$ cat src/rtl/bcd_to_binary_seq.sv
// Sequential BCD-to-binary converter using reverse double-dabble, one bit per clock.
// Ports: clk, rst (sync, active high), start, bcd_in -> busy, done, bin_out, err_digit, err_ovf.
// Optional macro SAT_EN: on overflow, bin_out saturates to all ones instead of wrapping.
module bcd_to_binary_seq #(
    parameter int DIGITS = 3,
    parameter int BIN_W  = 8
) (
    input  logic                  clk,
    input  logic                  rst,
    input  logic                  start,
    input  logic [4*DIGITS-1:0]   bcd_in,
    output logic                  busy,
    output logic                  done,
    output logic [BIN_W-1:0]      bin_out,
    output logic                  err_digit,
    output logic                  err_ovf
);

    localparam int BCD_W = 4 * DIGITS;
    localparam int CNT_W = (BIN_W > 1) ? $clog2(BIN_W) : 1;
    localparam logic [CNT_W-1:0] CNT_LAST = CNT_W'(BIN_W - 1);

    typedef enum logic [1:0] {
        S_IDLE,
        S_SHIFT,
        S_DONE
    } state_t;

    state_t             state_q, state_d;
    logic [BCD_W-1:0]   bcd_q, bcd_d;
    logic [BIN_W-1:0]   bin_q, bin_d;
    logic [CNT_W-1:0]   cnt_q, cnt_d;
    logic               done_q, done_d;
    logic [BIN_W-1:0]   bin_out_q, bin_out_d;
    logic               err_digit_q, err_digit_d;
    logic               err_ovf_q, err_ovf_d;

    logic               bad_digit;
    logic               ovf;
    logic [BCD_W-1:0]   bcd_shr;
    logic [BCD_W-1:0]   bcd_adj;

    // Digit validity of the incoming word.
    always_comb begin
        bad_digit = 1'b0;
        for (int i = 0; i < DIGITS; i++) begin
            if (bcd_in[4*i +: 4] > 4'd9) begin
                bad_digit = 1'b1;
            end
        end
    end

    // Shift right, then pull any digit that landed at >= 8 back by 3
    // (undoes the halving carry that crossed a decimal digit boundary).
    always_comb begin
        bcd_shr = bcd_q >> 1;
        bcd_adj = bcd_shr;
        for (int i = 0; i < DIGITS; i++) begin
            if (bcd_shr[4*i +: 4] >= 4'd8) begin
                bcd_adj[4*i +: 4] = bcd_shr[4*i +: 4] - 4'd3;
            end
        end
    end

    // Any BCD left after BIN_W shifts means value >= 2^BIN_W.
    assign ovf = |bcd_q;

    always_comb begin
        state_d     = state_q;
        bcd_d       = bcd_q;
        bin_d       = bin_q;
        cnt_d       = cnt_q;
        done_d      = 1'b0;
        bin_out_d   = bin_out_q;
        err_digit_d = err_digit_q;
        err_ovf_d   = err_ovf_q;

        unique case (state_q)
            S_IDLE: begin
                if (start) begin
                    bin_d       = '0;
                    cnt_d       = '0;
                    err_digit_d = bad_digit;
                    err_ovf_d   = 1'b0;
                    if (bad_digit) begin
                        // Zeroed registers make DONE report 0 with no overflow.
                        bcd_d   = '0;
                        state_d = S_DONE;
                    end else begin
                        bcd_d   = bcd_in;
                        state_d = S_SHIFT;
                    end
                end
            end
            S_SHIFT: begin
                bcd_d = bcd_adj;
                bin_d = {bcd_q[0], bin_q[BIN_W-1:1]};
                if (cnt_q == CNT_LAST) begin
                    cnt_d   = '0;
                    state_d = S_DONE;
                end else begin
                    cnt_d = cnt_q + CNT_W'(1);
                end
            end
            S_DONE: begin
                done_d    = 1'b1;
                err_ovf_d = ovf;
`ifdef SAT_EN
                bin_out_d = ovf ? {BIN_W{1'b1}} : bin_q;
`else
                bin_out_d = bin_q;
`endif
                state_d   = S_IDLE;
            end
            default: begin
                state_d = S_IDLE;
            end
        endcase
    end

    always_ff @(posedge clk) begin
        if (rst) begin
            state_q     <= S_IDLE;
            bcd_q       <= '0;
            bin_q       <= '0;
            cnt_q       <= '0;
            done_q      <= 1'b0;
            bin_out_q   <= '0;
            err_digit_q <= 1'b0;
            err_ovf_q   <= 1'b0;
        end else begin
            state_q     <= state_d;
            bcd_q       <= bcd_d;
            bin_q       <= bin_d;
            cnt_q       <= cnt_d;
            done_q      <= done_d;
            bin_out_q   <= bin_out_d;
            err_digit_q <= err_digit_d;
            err_ovf_q   <= err_ovf_d;
        end
    end

    assign busy      = (state_q != S_IDLE);
    assign done      = done_q;
    assign bin_out   = bin_out_q;
    assign err_digit = err_digit_q;
    assign err_ovf   = err_ovf_q;

endmodule

$ cat config.mk
export PLATFORM = sky130hd
export DESIGN_NAME = bcd_to_binary_seq
export DESIGN_NICKNAME = d
export VERILOG_FILES = /design/src/rtl/bcd_to_binary_seq.sv
export SDC_FILE = /design/constraint.sdc
export NUM_CORES = 1
export LEC_CHECK = 0
export CORE_UTILIZATION = 45
export CTS_CLUSTER_SIZE = 28
export DETAILED_ROUTE_END_ITERATION = 10
export HOLD_SLACK_MARGIN = 0.1
export PLACE_DENSITY = 0.72
export SYNTH_ARGS = -nofsm -noshare
export SYNTH_HDL_FRONTEND = slang
export SYNTH_SLANG_ARGS = --single-unit
$ cat constraint.sdc
create_clock -name clk -period 1.2 [get_ports clk]
set_input_delay 0.24 -clock clk [delete_from_list [all_inputs] [get_ports clk]]
set_output_delay 0.24 -clock clk [all_outputs]
set_load 0.02 [all_outputs]
## Word-level counts from Yosys, hierarchy flattened

Index checks and enable logic that the tools add are counted.

| cells by class | value |
|---|---|
| add/subtract/negate cells | 4 |
| order comparisons | 6 |
| reduce and logical (&&, ||, !) cells | 9 |
| equal/unequal tests | 5 |
| multiplexer cells | 21 |

Operators with widths:

| cell | count |
|---|---|
| 12-bit 2-to-1 mux | 2 |
| 12-bit case mux with 2 select lines | 1 |
| 8-bit case mux with 2 select lines | 1 |
| 4-bit > comparator (second input constant) | 3 |
| 4-bit 2-to-1 mux | 3 |
| 12-bit OR reduction | 1 |
| 4-bit greater-or-equal comparator (second input constant) | 2 |
| 8-bit 2-to-1 mux | 1 |
| 2-bit AND reduction | 4 |
| 4-bit by 2-bit subtractor with 4-bit output (second input constant) | 2 |
| 2-bit 2-to-1 mux | 3 |
| 3-bit 2-to-1 mux | 2 |
| 3-bit case mux with 2 select lines | 1 |
| 2-bit nonzero test | 3 |
| 1-bit 2-to-1 mux | 5 |
| 3-bit by 4-bit greater-or-equal comparator with 1-bit output (second input constant) | 1 |
| 2-bit != test (second input constant) | 2 |
| 2-bit case mux with 2 select lines | 1 |
| 3-bit by 2-bit subtractor with 4-bit output (second input constant) | 1 |
| 3-bit by 1-bit adder with 3-bit output (second input constant) | 1 |
| 3-bit == test (second input constant) | 1 |
| 2-bit by 1-bit == test with 1-bit output (second input constant) | 1 |
| 2-bit == test (second input constant) | 1 |
| 2-bit logical NOT | 1 |
| 1-bit case mux with 2 select lines | 1 |

| storage, ports and cells | value |
|---|---|
| logic and storage cells | 53 |
| flip-flop bits (word level) | 36 |
| input port bits | 15 |

## Depth between registers and ports, before layout

| depth | value |
|---|---|
| depth after elaboration | 7 |
| depth in mapped cells | 6 |
| depth with buffers taken out | 6 |

## Worst setup path before layout

OpenSTA, ideal clock, no wires.

| timing | value |
|---|---|
| kind | reg-to-reg |
| start | reg state_q[1] |
| end | reg bcd_q[4] |
| buffers on the path | 3 |
| setup time | 122 ps |
| setup slack | -35 ps |
| required time | 1078 ps |
| arrival time | 1113 ps |
| stages on the path, launching flop included | 7 |
| path through | dfxtp_1 > clkbuf_2 > nand2b_1 > buf_4 > buf_4 > o21ai_0 > a21oi_1 |

| on the way | value |
|---|---|
| longest elaborated chain between the ends | 3 |
| elaborated cells on any way between the ends | 6 |

Ends and longest elaborated chain:

| item | RTL line | source |
|---|---|---|
| start, declared | 29 | `state_t state_q, state_d;` |
| start signal, assigned | 132 | `state_q <= state_d;` |
| 2-bit by 1-bit == test with 1-bit output / 2-bit logical NOT (equally long branches) | 78 | `unique case (state_q)` |
| 2-bit nonzero test (no source line) / 2-bit != test (equally long branches) | -- |  |
| 2-bit AND reduction (no source line) | -- |  |
| end signal, assigned | 124 | `bcd_q <= '0;` |
| end signal, assigned | 133 | `bcd_q <= bcd_d;` |
| end, declared | 30 | `logic [BCD_W-1:0] bcd_q, bcd_d;` |

Parallel ways exist; a longest one is shown, timed or not.
A chain may end at the register's enable or synchronous reset.

## Worst setup path after layout

| timing | value |
|---|---|
| start | reg bcd_q[1] |
| end | reg bcd_q[1] |

| on the way | value |
|---|---|
| longest elaborated chain between the ends | 3 |
| elaborated cells on any way between the ends | 4 |

Ends and longest elaborated chain:

| item | RTL line | source |
|---|---|---|
| 4-bit by 2-bit subtractor with 4-bit output / 4-bit greater-or-equal comparator (equally long branches) | 60, 59 |  |
| 4-bit 2-to-1 mux * | 59 | `if (bcd_shr[4*i +: 4] >= 4'd8) begin` |
| 12-bit case mux with 2 select lines * | 78 |  |

Every way passes the cells marked *; elsewhere a longest branch is shown, timed or not.

==> results.toml <==
[final_layout]
nets = 271
n_fill_cell = 294
finalNonFillerCells = 297
seq_area_um2 = 728
multi_input_area_um2 = 891
drive_above_1_share = 0.291
num_antenna_cells = 0
area_growth_pct = 41.5

[global_route]
grt_overflow_total = 0
grt_pass1_wl_um = 6400
grt_max_degree = 25
grt_pass1_vias = 1406
track_usage = 0.235
antenna_found_initial = 0

[routing]
first_pass_iters = 4
drtIter0Drc = 127
remaining_drc_errors = 0
vias_per_cell = 5.27
drt.antenna.violating_nets = 0
wl_um = 4030
num_vias = 1564
wire_per_inst_um = 13.6

[run_status]
violations = "setup timing"
status = "complete, but fails checks"

[logic_synthesis]
yosys.cell_types.count = 28
synth-edff-count = 0
async_flop_share = 0
syn_nets = 220
ys_ff_latch = 36
synth.most_common_cell = "dfxtp_1"
ys.flop_type = "dfxtp_1"
synth_commonest_cells = "36 x dfxtp_1, 30 x nand2_1, 26 x a21oi_1"
synth_area_leaders = "dfxtp_1 45%, a21oi_1 8.2%, nand2_1 7.1%"
yosysWarnings = 0
yosys.area.top_type_share = 0.452
ys_seq_area_frac = 0.452
syn_area_mm2 = 0.00159
avgSynthCellArea_um2 = 8.00
yosysTopAreaCell = "dfxtp_1"
syn_inst = 199

[placement]
dp_hpwl_um = 2660
dp.cells = 285
portBuffers = 26
place_congestion = 0.825

[sta]
hold_viol_final = 0
slew_headroom = 0.802
final.min_clock_period_ns = 1.24
fin_worst_skew_ns = 0.0155
rsz0062_at_grt = "yes"
setup_violations = 4
slew_violations = 0
fmax_mhz = 809
fin_crit_sh = 1.03
tightest_slew_ns = 0.296
timing.final.ws_setup_ns = -0.0354
final.setup.tns_ns = -0.0506

[floorplanning]
pin_count = 27
core-area_mm2 = 0.00336
die_h_um = 61.5
start_util = 0.474
rows = 21
die_w_um = 61.5
dieArea_mm2 = 0.00378

[power_and_ir_drop]
switchingPower_uw = 740
vdd_ir_drop_max_mv = 0.832
switching_share = 0.274
internal_power_mw = 1.96
powerDensity_mw_per_mm2 = 1200
p_seq_frac = 0.482
p_comb_frac = 0.200
p_clk_frac = 0.318
p_leak_nw = 0.914

[worst_setup_path]
crit_type = "flip-flop to flip-flop"
worstPathMaxFanout = 4
end_kind = "flip-flop"
cp.arrival_ns = 1.49
cp_data_required_time_ns = 1.45
worstSetupStartpointType = "flip-flop"

[clock_tree]
clk_latency_ns = 0.35
cts_root_buffer = "clkbuf_4"
ctsHoldBuffers = 0
htreeDepth = 2
cts_buffers = 5
cts_tree = "built"
clock-sinks = 36
clk_path_buf_depth = 2
clk_pin_slew_ns = 0.12

[min_path]
hp-class = "input port to flip-flop"

[job]
max_cap_violations = 0
[sequential cells by signal (all words and copies together) (netlist names)]
register   cells
bcd_q         12
bin_out        8
bin_q          8
cnt_q          3
state_q        2
done           1
err_digit      1
err_ovf        1
[metal layers]
layer | part of all wire | vias to the layer above | global-route usage
li1 | - | 791 | -
met1 | 0.46 | 735 | 0.297
met2 | 0.48 | 33 | 0.386
met3 | 0.048 | 5 | 0.0525
met4 | 0.012 | 0 | 0.0984
met5 | 0 | - | 0
[final cells by class]
class / instances / area share
Multi-Input combinational cell: 146 / 0.395
Tap cell: 46 / 0.0255
Clock inverter: 3 / 0.0189
Sequential cell: 36 / 0.323
Inverter: 5 / 0.00833
Timing Repair Buffer: 56 / 0.212
Clock buffer: 5 / 0.0167
[repair_timing]
| item | in CTS | in global routing |
|---|---|---|
| setup endpoints to repair | 23 | 31 |
| gates cloned | 1 | 1 |
| gates resized for setup | 60 | 26 |
| pin swaps | 4 | 9 |
| setup buffers | 1 | 1 |
[logic make-up after synthesis]
kind of cell / Yosys count / share of synthesized area
buf+inv: 18 / 0.0518
simple gates: 83 / 0.240
xor+xnor: 4 / 0.0220
fa+ha+maj: 6 / 0.0471
flops: 36 / 0.452
compound gates: 52 / 0.186
[cell usage in the layout, fill, tap and decap left out, types with 3 or more instances in the layout]
cell type,count
nand2_1,30
dfxtp_1,30
a21oi_1,26
buf_4,25
nand3_1,19
nor2_1,15
clkdlybuf4s50_1,11
buf_2,11
o21ai_1,7
a22oi_1,7
dfxtp_2,6
o21ai_0,5
ha_1,5
clkbuf_4,5
inv_1,4
nand2b_1,3
dlygate4sd2_1,3
buf_6,3
[power by group through the flow]
stage | Sequential [mW] | Combinational [mW] | Clock [mW]
floorplan | 1.31 | 0.234 | 0
global placement | 1.31 | 0.460 | 0
detailed placement | 1.31 | 0.466 | 0
CTS | 1.29 | 0.483 | 0.875
global route | 1.30 | 0.583 | 0.923
finish | 1.30 | 0.540 | 0.858
[worst max-delay path, stage by stage, from the launching register on]
cell	delay, ns
dfxtp_2	0.40
inv_1	0.09
ha_1	0.30
nand2_1	0.07
o21ai_0	0.07
o21ai_1	0.13
a22oi_1	0.07
[per-stage QoR]
step                      hold slack (ns)  power, mW  utilization  worst slack [ns]  instance area, um2
final                               0.282       2.70        0.670           -0.0354                2250
after global routing                0.304       2.81        0.670            -0.113                2250
after CTS                           0.276       2.65        0.646           -0.0643                2170
after global placement              0.445       1.77        0.619            -0.414                2080
after floorplan                     0.380       1.55            -          -0.00120                1600
after detailed placement            0.450       1.78        0.619            -0.459                2080
[path summary, 6_finish.rpt]
path	start	to	slack [ns]	cells after the start
worst min register to register	bin_out[3]$_SDFFE_PP0P_	bin_out[3]$_SDFFE_PP0P_	0.46	2
worst min-delay path	bcd_in[6]	bcd_q[6]$_SDFFE_PP0P_	0.28	3
worst max-delay path	bcd_q[1]$_SDFFE_PP0P_	bcd_q[1]$_SDFFE_PP0P_	-0.04	6
worst max register to register	bcd_q[1]$_SDFFE_PP0P_	bcd_q[1]$_SDFFE_PP0P_	-0.04	6
No activity file was read; power rests on OpenSTA's default activity.
